==> config.mk <==
export PLATFORM = sky130hd
export DESIGN_NAME = button_conditioner
export DESIGN_NICKNAME = d
export VERILOG_FILES = /design/src/rtl/button_conditioner.sv
export SDC_FILE = /design/constraint.sdc
export NUM_CORES = 1
export LEC_CHECK = 0
export ABC_AREA = 0
export CAP_MARGIN = 25
export CORE_MARGIN = 2
export CORE_UTILIZATION = 41
export DETAILED_ROUTE_END_ITERATION = 12
export GPL_TIMING_DRIVEN = 0
export PLACE_DENSITY = 0.61
export RECOVER_POWER = 50
export SLEW_MARGIN = 15
export SYNTH_ARGS = -nofsm -noshare
export SYNTH_HDL_FRONTEND = slang
export SYNTH_SLANG_ARGS = --single-unit
export TNS_END_PERCENT = 20
==> constraint.sdc <==
create_clock -name clk -period 3.15 [get_ports clk]
set_clock_uncertainty 0.1 [all_clocks]
set_input_delay 0.63 -clock clk [delete_from_list [all_inputs] [get_ports clk]]
set_output_delay 0.63 -clock clk [all_outputs]
set_load 0.1 [all_outputs]
==> src/rtl/button_conditioner.sv <==
// button_conditioner: synchronises, debounces and edge-detects the five raw
// calculator push-buttons, and keeps the Operation / Equals toggle states.
// Optional feature macro: BTN_AUTOREPEAT_EN (auto-repeat on Button1/Button2).
// Bit map: 0 = Button1, 1 = Button2, 2 = Equals, 3 = Reset button, 4 = Operation.
module button_conditioner #(
    parameter int DB_CYCLES     = 50000,
    parameter int REPEAT_DELAY  = 25000000,
    parameter int REPEAT_PERIOD = 10000000
) (
    input  logic       clk,
    input  logic       r,
    input  logic [4:0] btn_raw,
    output logic [4:0] press_pulse,
    output logic [4:0] held,
    output logic       op_mode,
    output logic       eq_mode,
    output logic       clr_pulse
);

    localparam int              CW      = $clog2(DB_CYCLES + 1);
    localparam logic [CW-1:0]   DB_LAST = CW'(DB_CYCLES - 1);

`ifdef BTN_AUTOREPEAT_EN
    localparam int REP_MAX = (REPEAT_DELAY > REPEAT_PERIOD) ? REPEAT_DELAY : REPEAT_PERIOD;
    localparam int RW      = $clog2(REP_MAX + 1);
    localparam logic [RW-1:0] DELAY_LAST  = RW'(REPEAT_DELAY - 1);
    localparam logic [RW-1:0] PERIOD_LAST = RW'(REPEAT_PERIOD - 1);
`endif

    typedef enum logic [1:0] {
        IDLE    = 2'd0,
        ARM     = 2'd1,
        PRESSED = 2'd2,
        DISARM  = 2'd3
    } state_t;

    // A debounce window below two samples cannot reject anything.
    if (DB_CYCLES < 2 || REPEAT_DELAY < 1 || REPEAT_PERIOD < 1) begin : g_bad_cfg
        $error("button_conditioner: DB_CYCLES must be >= 2 and repeat timings >= 1");
    end

    logic [4:0] sync1_reg;
    logic [4:0] sync2_reg;
    logic [4:0] pulse_next;
    logic [4:0] held_next;
    logic [4:0] press_pulse_reg;
    logic [4:0] held_reg;
    logic       op_mode_reg;
    logic       op_mode_next;
    logic       eq_mode_reg;
    logic       eq_mode_next;
    logic       clr_pulse_reg;

    // Two-flop synchroniser for all five asynchronous button levels.
    always_ff @(posedge clk) begin
        if (r) begin
            sync1_reg <= '0;
            sync2_reg <= '0;
        end else begin
            sync1_reg <= btn_raw;
            sync2_reg <= sync1_reg;
        end
    end

    genvar gi;
    for (gi = 0; gi < 5; gi++) begin : g_bit
        state_t        state_reg;
        state_t        state_next;
        logic [CW-1:0] cnt_reg;
        logic [CW-1:0] cnt_next;
        logic          s;
        logic          deb_pulse;
        logic          rep_fire;

        assign s = sync2_reg[gi];

        // Debounce state and run-length counter registers.
        always_ff @(posedge clk) begin
            if (r) begin
                state_reg <= IDLE;
                cnt_reg   <= '0;
            end else begin
                state_reg <= state_next;
                cnt_reg   <= cnt_next;
            end
        end

        // Next state: a level change is accepted after DB_CYCLES equal samples.
        always_comb begin
            state_next = state_reg;
            cnt_next   = cnt_reg;
            deb_pulse  = 1'b0;
            case (state_reg)
                IDLE: begin
                    if (s) begin
                        state_next = ARM;
                        cnt_next   = CW'(1);
                    end
                end
                ARM: begin
                    if (!s) begin
                        state_next = IDLE;
                        cnt_next   = '0;
                    end else if (cnt_reg >= DB_LAST) begin
                        state_next = PRESSED;
                        cnt_next   = '0;
                        deb_pulse  = 1'b1;
                    end else begin
                        cnt_next = cnt_reg + 1'b1;
                    end
                end
                PRESSED: begin
                    if (!s) begin
                        state_next = DISARM;
                        cnt_next   = CW'(1);
                    end
                end
                DISARM: begin
                    if (s) begin
                        state_next = PRESSED;
                        cnt_next   = '0;
                    end else if (cnt_reg >= DB_LAST) begin
                        state_next = IDLE;
                        cnt_next   = '0;
                    end else begin
                        cnt_next = cnt_reg + 1'b1;
                    end
                end
                default: begin
                    state_next = IDLE;
                    cnt_next   = '0;
                end
            endcase
        end

`ifdef BTN_AUTOREPEAT_EN
        if (gi < 2) begin : g_rep
            logic [RW-1:0] rep_cnt_reg;
            logic [RW-1:0] rep_cnt_next;
            logic          rep_late_reg;
            logic          rep_late_next;
            logic          rep_hit;

            // Repeat timer registers; cleared by reset.
            always_ff @(posedge clk) begin
                if (r) begin
                    rep_cnt_reg  <= '0;
                    rep_late_reg <= 1'b0;
                end else begin
                    rep_cnt_reg  <= rep_cnt_next;
                    rep_late_reg <= rep_late_next;
                end
            end

            // First repeat after the long delay, then at the shorter period;
            // leaving the held states wins over a repeat due on the same edge.
            always_comb begin
                rep_cnt_next  = rep_cnt_reg;
                rep_late_next = rep_late_reg;
                rep_hit       = 1'b0;
                if (deb_pulse || state_next == IDLE || state_next == ARM) begin
                    rep_cnt_next  = '0;
                    rep_late_next = 1'b0;
                end else if (rep_cnt_reg == (rep_late_reg ? PERIOD_LAST : DELAY_LAST)) begin
                    rep_hit       = 1'b1;
                    rep_cnt_next  = '0;
                    rep_late_next = 1'b1;
                end else if (rep_cnt_reg != '1) begin
                    rep_cnt_next = rep_cnt_reg + 1'b1;
                end
            end

            assign rep_fire = rep_hit;
        end else begin : g_norep
            assign rep_fire = 1'b0;
        end
`else
        assign rep_fire = 1'b0;
`endif

        assign held_next[gi]  = (state_next == PRESSED) || (state_next == DISARM);
        assign pulse_next[gi] = deb_pulse | rep_fire;
    end

    // Toggle controls follow the pulses on the same edge; Reset-button clear wins.
    always_comb begin
        op_mode_next = op_mode_reg ^ pulse_next[4];
        eq_mode_next = eq_mode_reg;
        if (pulse_next[3]) begin
            eq_mode_next = 1'b0;
        end else if (pulse_next[2]) begin
            eq_mode_next = ~eq_mode_reg;
        end
    end

    // Output registers, so nothing downstream sees a combinational path from the pins.
    always_ff @(posedge clk) begin
        if (r) begin
            press_pulse_reg <= '0;
            held_reg        <= '0;
            op_mode_reg     <= 1'b0;
            eq_mode_reg     <= 1'b0;
            clr_pulse_reg   <= 1'b0;
        end else begin
            press_pulse_reg <= pulse_next;
            held_reg        <= held_next;
            op_mode_reg     <= op_mode_next;
            eq_mode_reg     <= eq_mode_next;
            clr_pulse_reg   <= pulse_next[3];
        end
    end

    assign press_pulse = press_pulse_reg;
    assign held        = held_reg;
    assign op_mode     = op_mode_reg;
    assign eq_mode     = eq_mode_reg;
    assign clr_pulse   = clr_pulse_reg;

endmodule
==> flow_metrics.py, run 1 <==
metrics = {
    "status": {
        "status": "finished, final reports clean",
    },
    "setup_path": {
        "path_cells": "dlygate4sd3_1, clkbuf_1, clkbuf_1, clkbuf_1, a21oi_1",
        "worstPathRequired_ns": 3.25,
        "slowest_delay_ns": 0.78,
        "cp_top_family": "buffers and inverters",
        "critPathKind": "in2reg",
        "start_kind": "input port",
        "cpMaxStageDelayCell": "dlygate4sd3_1",
        "cp_num_buf_inv": 4,
        "end_kind": "register",
        "cp_max_fo": 10,
        "arrival_ns": 2.88,
        "critPathMostFrequentCell": "clkbuf_1",
    },
    "route": {
        "drt_iter0_drc": 229,
        "wl_per_cell_um": 13.7,
        "avgViaCountPerCell": 5.50,
        "drt-total-wl_um": 11200,
        "vias": 4502,
        "drt_pass1_iterations": 5,
        "drc_errors": 0,
        "route.antenna.remaining_nets": 0,
    },
    "synth": {
        "synth_top_flop_cell": "dfxtp_1",
        "synth_edf_count": 0,
        "synthAdderAreaFrac_pct": 1.21,
        "synth.area.mux_share_pct": 1.35,
        "synth_area_um2": 5170,
        "synth_simple_gate_area_share_pct": 28.3,
        "synth_top_family_by_area": "simple AND/OR/NAND/NOR gates",
        "async_flop_share_pct": 0,
        "synth_xor_area_share_pct": 5.06,
        "ys_seq_area_share_pct": 42.6,
        "synth.distinct_cells": 57,
        "yosys_warnings": 0,
        "syn_inst": 612,
        "synth_seq_cells": 110,
        "syn_area_per_cell_um2": 8.45,
        "syn_nets": 624,
        "synth_compound_area_share_pct": 18.0,
    },
    "floorplan": {
        "io_pins": 20,
        "initial_core_util_pct": 41.5,
        "coreArea_um2": 12500,
        "fp.dieW_um": 116,
        "die_y_um": 116,
        "rows": 41,
        "die_area_um2": 13500,
    },
    "sta": {
        "max_slew_margin_pct": 34.5,
        "rsz0062_at_grt": "no",
        "finalHoldViolations": 0,
        "fin_setup_tns_ns": 0,
        "tightest_slew_ns": 0.979,
        "fin_ws_ns": 0.370,
        "setup_viol": 0,
        "timing.fmax_mhz": 360,
        "report.final.slew_viol_count": 0,
        "finalCriticalPeriod_ns": 2.78,
        "fin_crit_sh_pct": 88.3,
    },
    "cts": {
        "clk_pin_slew_ns": 0.07,
        "cts_made_buffers": 9,
        "cts_root_buf": "clkbuf_16",
        "holdBufCountCts": 0,
        "clkLatencyLatePin_ns": 0.35,
        "clock-sinks": 110,
        "cts_setup_buffers": 0,
        "tritoncts": "built",
        "ctsResizeCount": 0,
        "htreeDepth": 3,
        "clock_path_buffers": 2,
    },
    "placement": {
        "dp_cells": 803,
        "dp_hpwl_um": 7930,
        "dp_slack_ns": 0.0483,
        "portBuffers": 19,
        "routabilityCongestion": 0.824,
    },
    "grt": {
        "grt_usage_pct": 17.2,
        "grt-ovfl-total": 0,
        "grt_pass1_wl_um": 18700,
        "antenna_found_initial": 0,
        "grt_max_degree": 18,
        "grt_pass1_vias": 4051,
    },
    "final_layout": {
        "final_cell_mix": "dfxtp_1 (110), nand2_1 (64), nor2_1 (56)",
        "nets": 654,
        "finalNonFillerCells": 818,
        "syn_to_final_growth_pct": 12.7,
        "num_antenna_cells": 0,
        "largest_register_ffs": 80,
        "mostFrequentLayoutCell": "dfxtp_1",
        "drive_gt1_share_pct": 5.26,
    },
    "power_and_ir_drop": {
        "p_leak_nw": 1.96,
        "power.density_nw_per_um2": 434,
        "vdd_drop_max_mv": 0.261,
    },
    "hold_path": {
        "hold_path_class": "reg2reg",
    },
    "job": {
        "drv_cap": 0,
    },
}
-- cell families (layout without fill, tap and decap cells) --
family                   count (synthesis)  after routing
multiplexers                             7              7
buffers and inverters                   43             77
AO/OA/AOI/OAI                          132            132
XOR/XNOR                                29             29
AND/OR/NAND/NOR                        286            286
flip-flops                             110            110
adder cells (fa/ha/maj)                  5              5
-- worst reg2reg max path, stage by stage, from the launching register on --
cell	delay [ns]
dfxtp_1	0.36
nor4_1	0.46
o211ai_1	0.20
nor3_1	0.25
clkbuf_1	0.38
clkbuf_1	0.41
nand2_1	0.09
a31oi_1	0.17
-- final timing paths --
kind / start / end / slack, ns / cells after the start
setup / recovery: r / held[4]$_SDFF_PP0_ / 0.37 / 5
hold / removal: sync1_reg[0]$_SDFF_PP0_ / sync2_reg[0]$_SDFF_PP0_ / 0.34 / 1
hold reg to reg: sync1_reg[0]$_SDFF_PP0_ / sync2_reg[0]$_SDFF_PP0_ / 0.34 / 1
setup reg to reg: g_bit[1].cnt_reg[11]$_SDFFE_PP0P_ / g_bit[1].cnt_reg[8]$_SDFFE_PP0P_ / 0.65 / 7
-- layout make-up --
type | count | area, um2
Sequential cell | 110 | 2200
Clock buffer | 10 | 229
Fill cell | 1221 | 6630
Timing Repair Buffer | 19 | 190
Inverter | 17 | 63.8
Multi-Input combinational cell | 459 | 2780
Buffer | 26 | 115
Clock inverter | 5 | 35.0
Tap cell | 172 | 215
-- metal layers --
layer | vias up | part of all wire (%) | GRT usage [%]
met1 | 2106 | 48 | 21.8
met3 | 15 | 3.8 | 4.98
met4 | 0 | 1.2 | 5.08
met2 | 75 | 47 | 28.5
li1 | 2306 | - | -
met5 | - | 0 | 0
-- synth_stat cells (all sizes together) (2+ instances only) --
master,count,share of area (%)
a211oi,8,1.2
a21o,7,1.0
a21oi,21,2.0
a221o,2,0.39
a22o,11,1.9
a22oi,3,0.44
a31o,2,0.34
a31oi,22,2.7
and2,6,0.73
and3,11,1.3
and4,7,1.2
buf,8,0.97
clkbuf,18,1.3
dfxtp,110,43
ha,5,1.2
inv,17,1.2
mux2i,7,1.4
nand2,65,4.9
nand2b,8,0.97
nand3,40,4.0
nand4,24,2.9
nor2,56,4.1
nor2b,16,1.9
nor3,27,2.8
nor4,7,0.85
o2111ai,4,0.68
o211ai,12,2.2
o21a,2,0.29
o21ai,18,1.7
o22ai,3,0.36
o311ai,10,1.7
or2,6,0.73
or3,6,0.82
or4,3,0.44
xnor2,11,1.9
xor2,18,3.2
-- power by group --
part | total (mW) | switching, mW | internal [mW] | leakage, nW
registers | 1.41 | 0.00926 | 1.40 | 0.889
clock network | 1.04 | 0.502 | 0.534 | 0.129
logic | 0.0839 | 0.0533 | 0.0305 | 0.943
-- per-stage QoR --
stage / power [mW] / utilization [%] / hold slack, ns / area [um2]
finish: 2.53 / 46.8 / 0.344 / 5830
global route: 2.63 / 46.8 / 0.358 / 5830
CTS: 2.56 / 46.9 / 0.348 / 5840
detailed placement: 1.53 / 44.7 / 0.331 / 5580
global placement: 1.53 / 44.7 / 0.320 / 5580
floorplan: 1.50 / - / 0.314 / 5170
Power figures use the tool's default switching activity.
==> inputs of run 2 (changes only) <==
--- a/config.mk
+++ b/config.mk
@@ -13,6 +13,7 @@
 export GPL_TIMING_DRIVEN = 0
 export PLACE_DENSITY = 0.61
 export RECOVER_POWER = 50
+export SKIP_CTS_REPAIR_TIMING = 1
 export SLEW_MARGIN = 15
 export SYNTH_ARGS = -nofsm -noshare
 export SYNTH_HDL_FRONTEND = slang
==> results of run 2 <==
No change in the layout: final DEF, timing and power equal those of run 1.
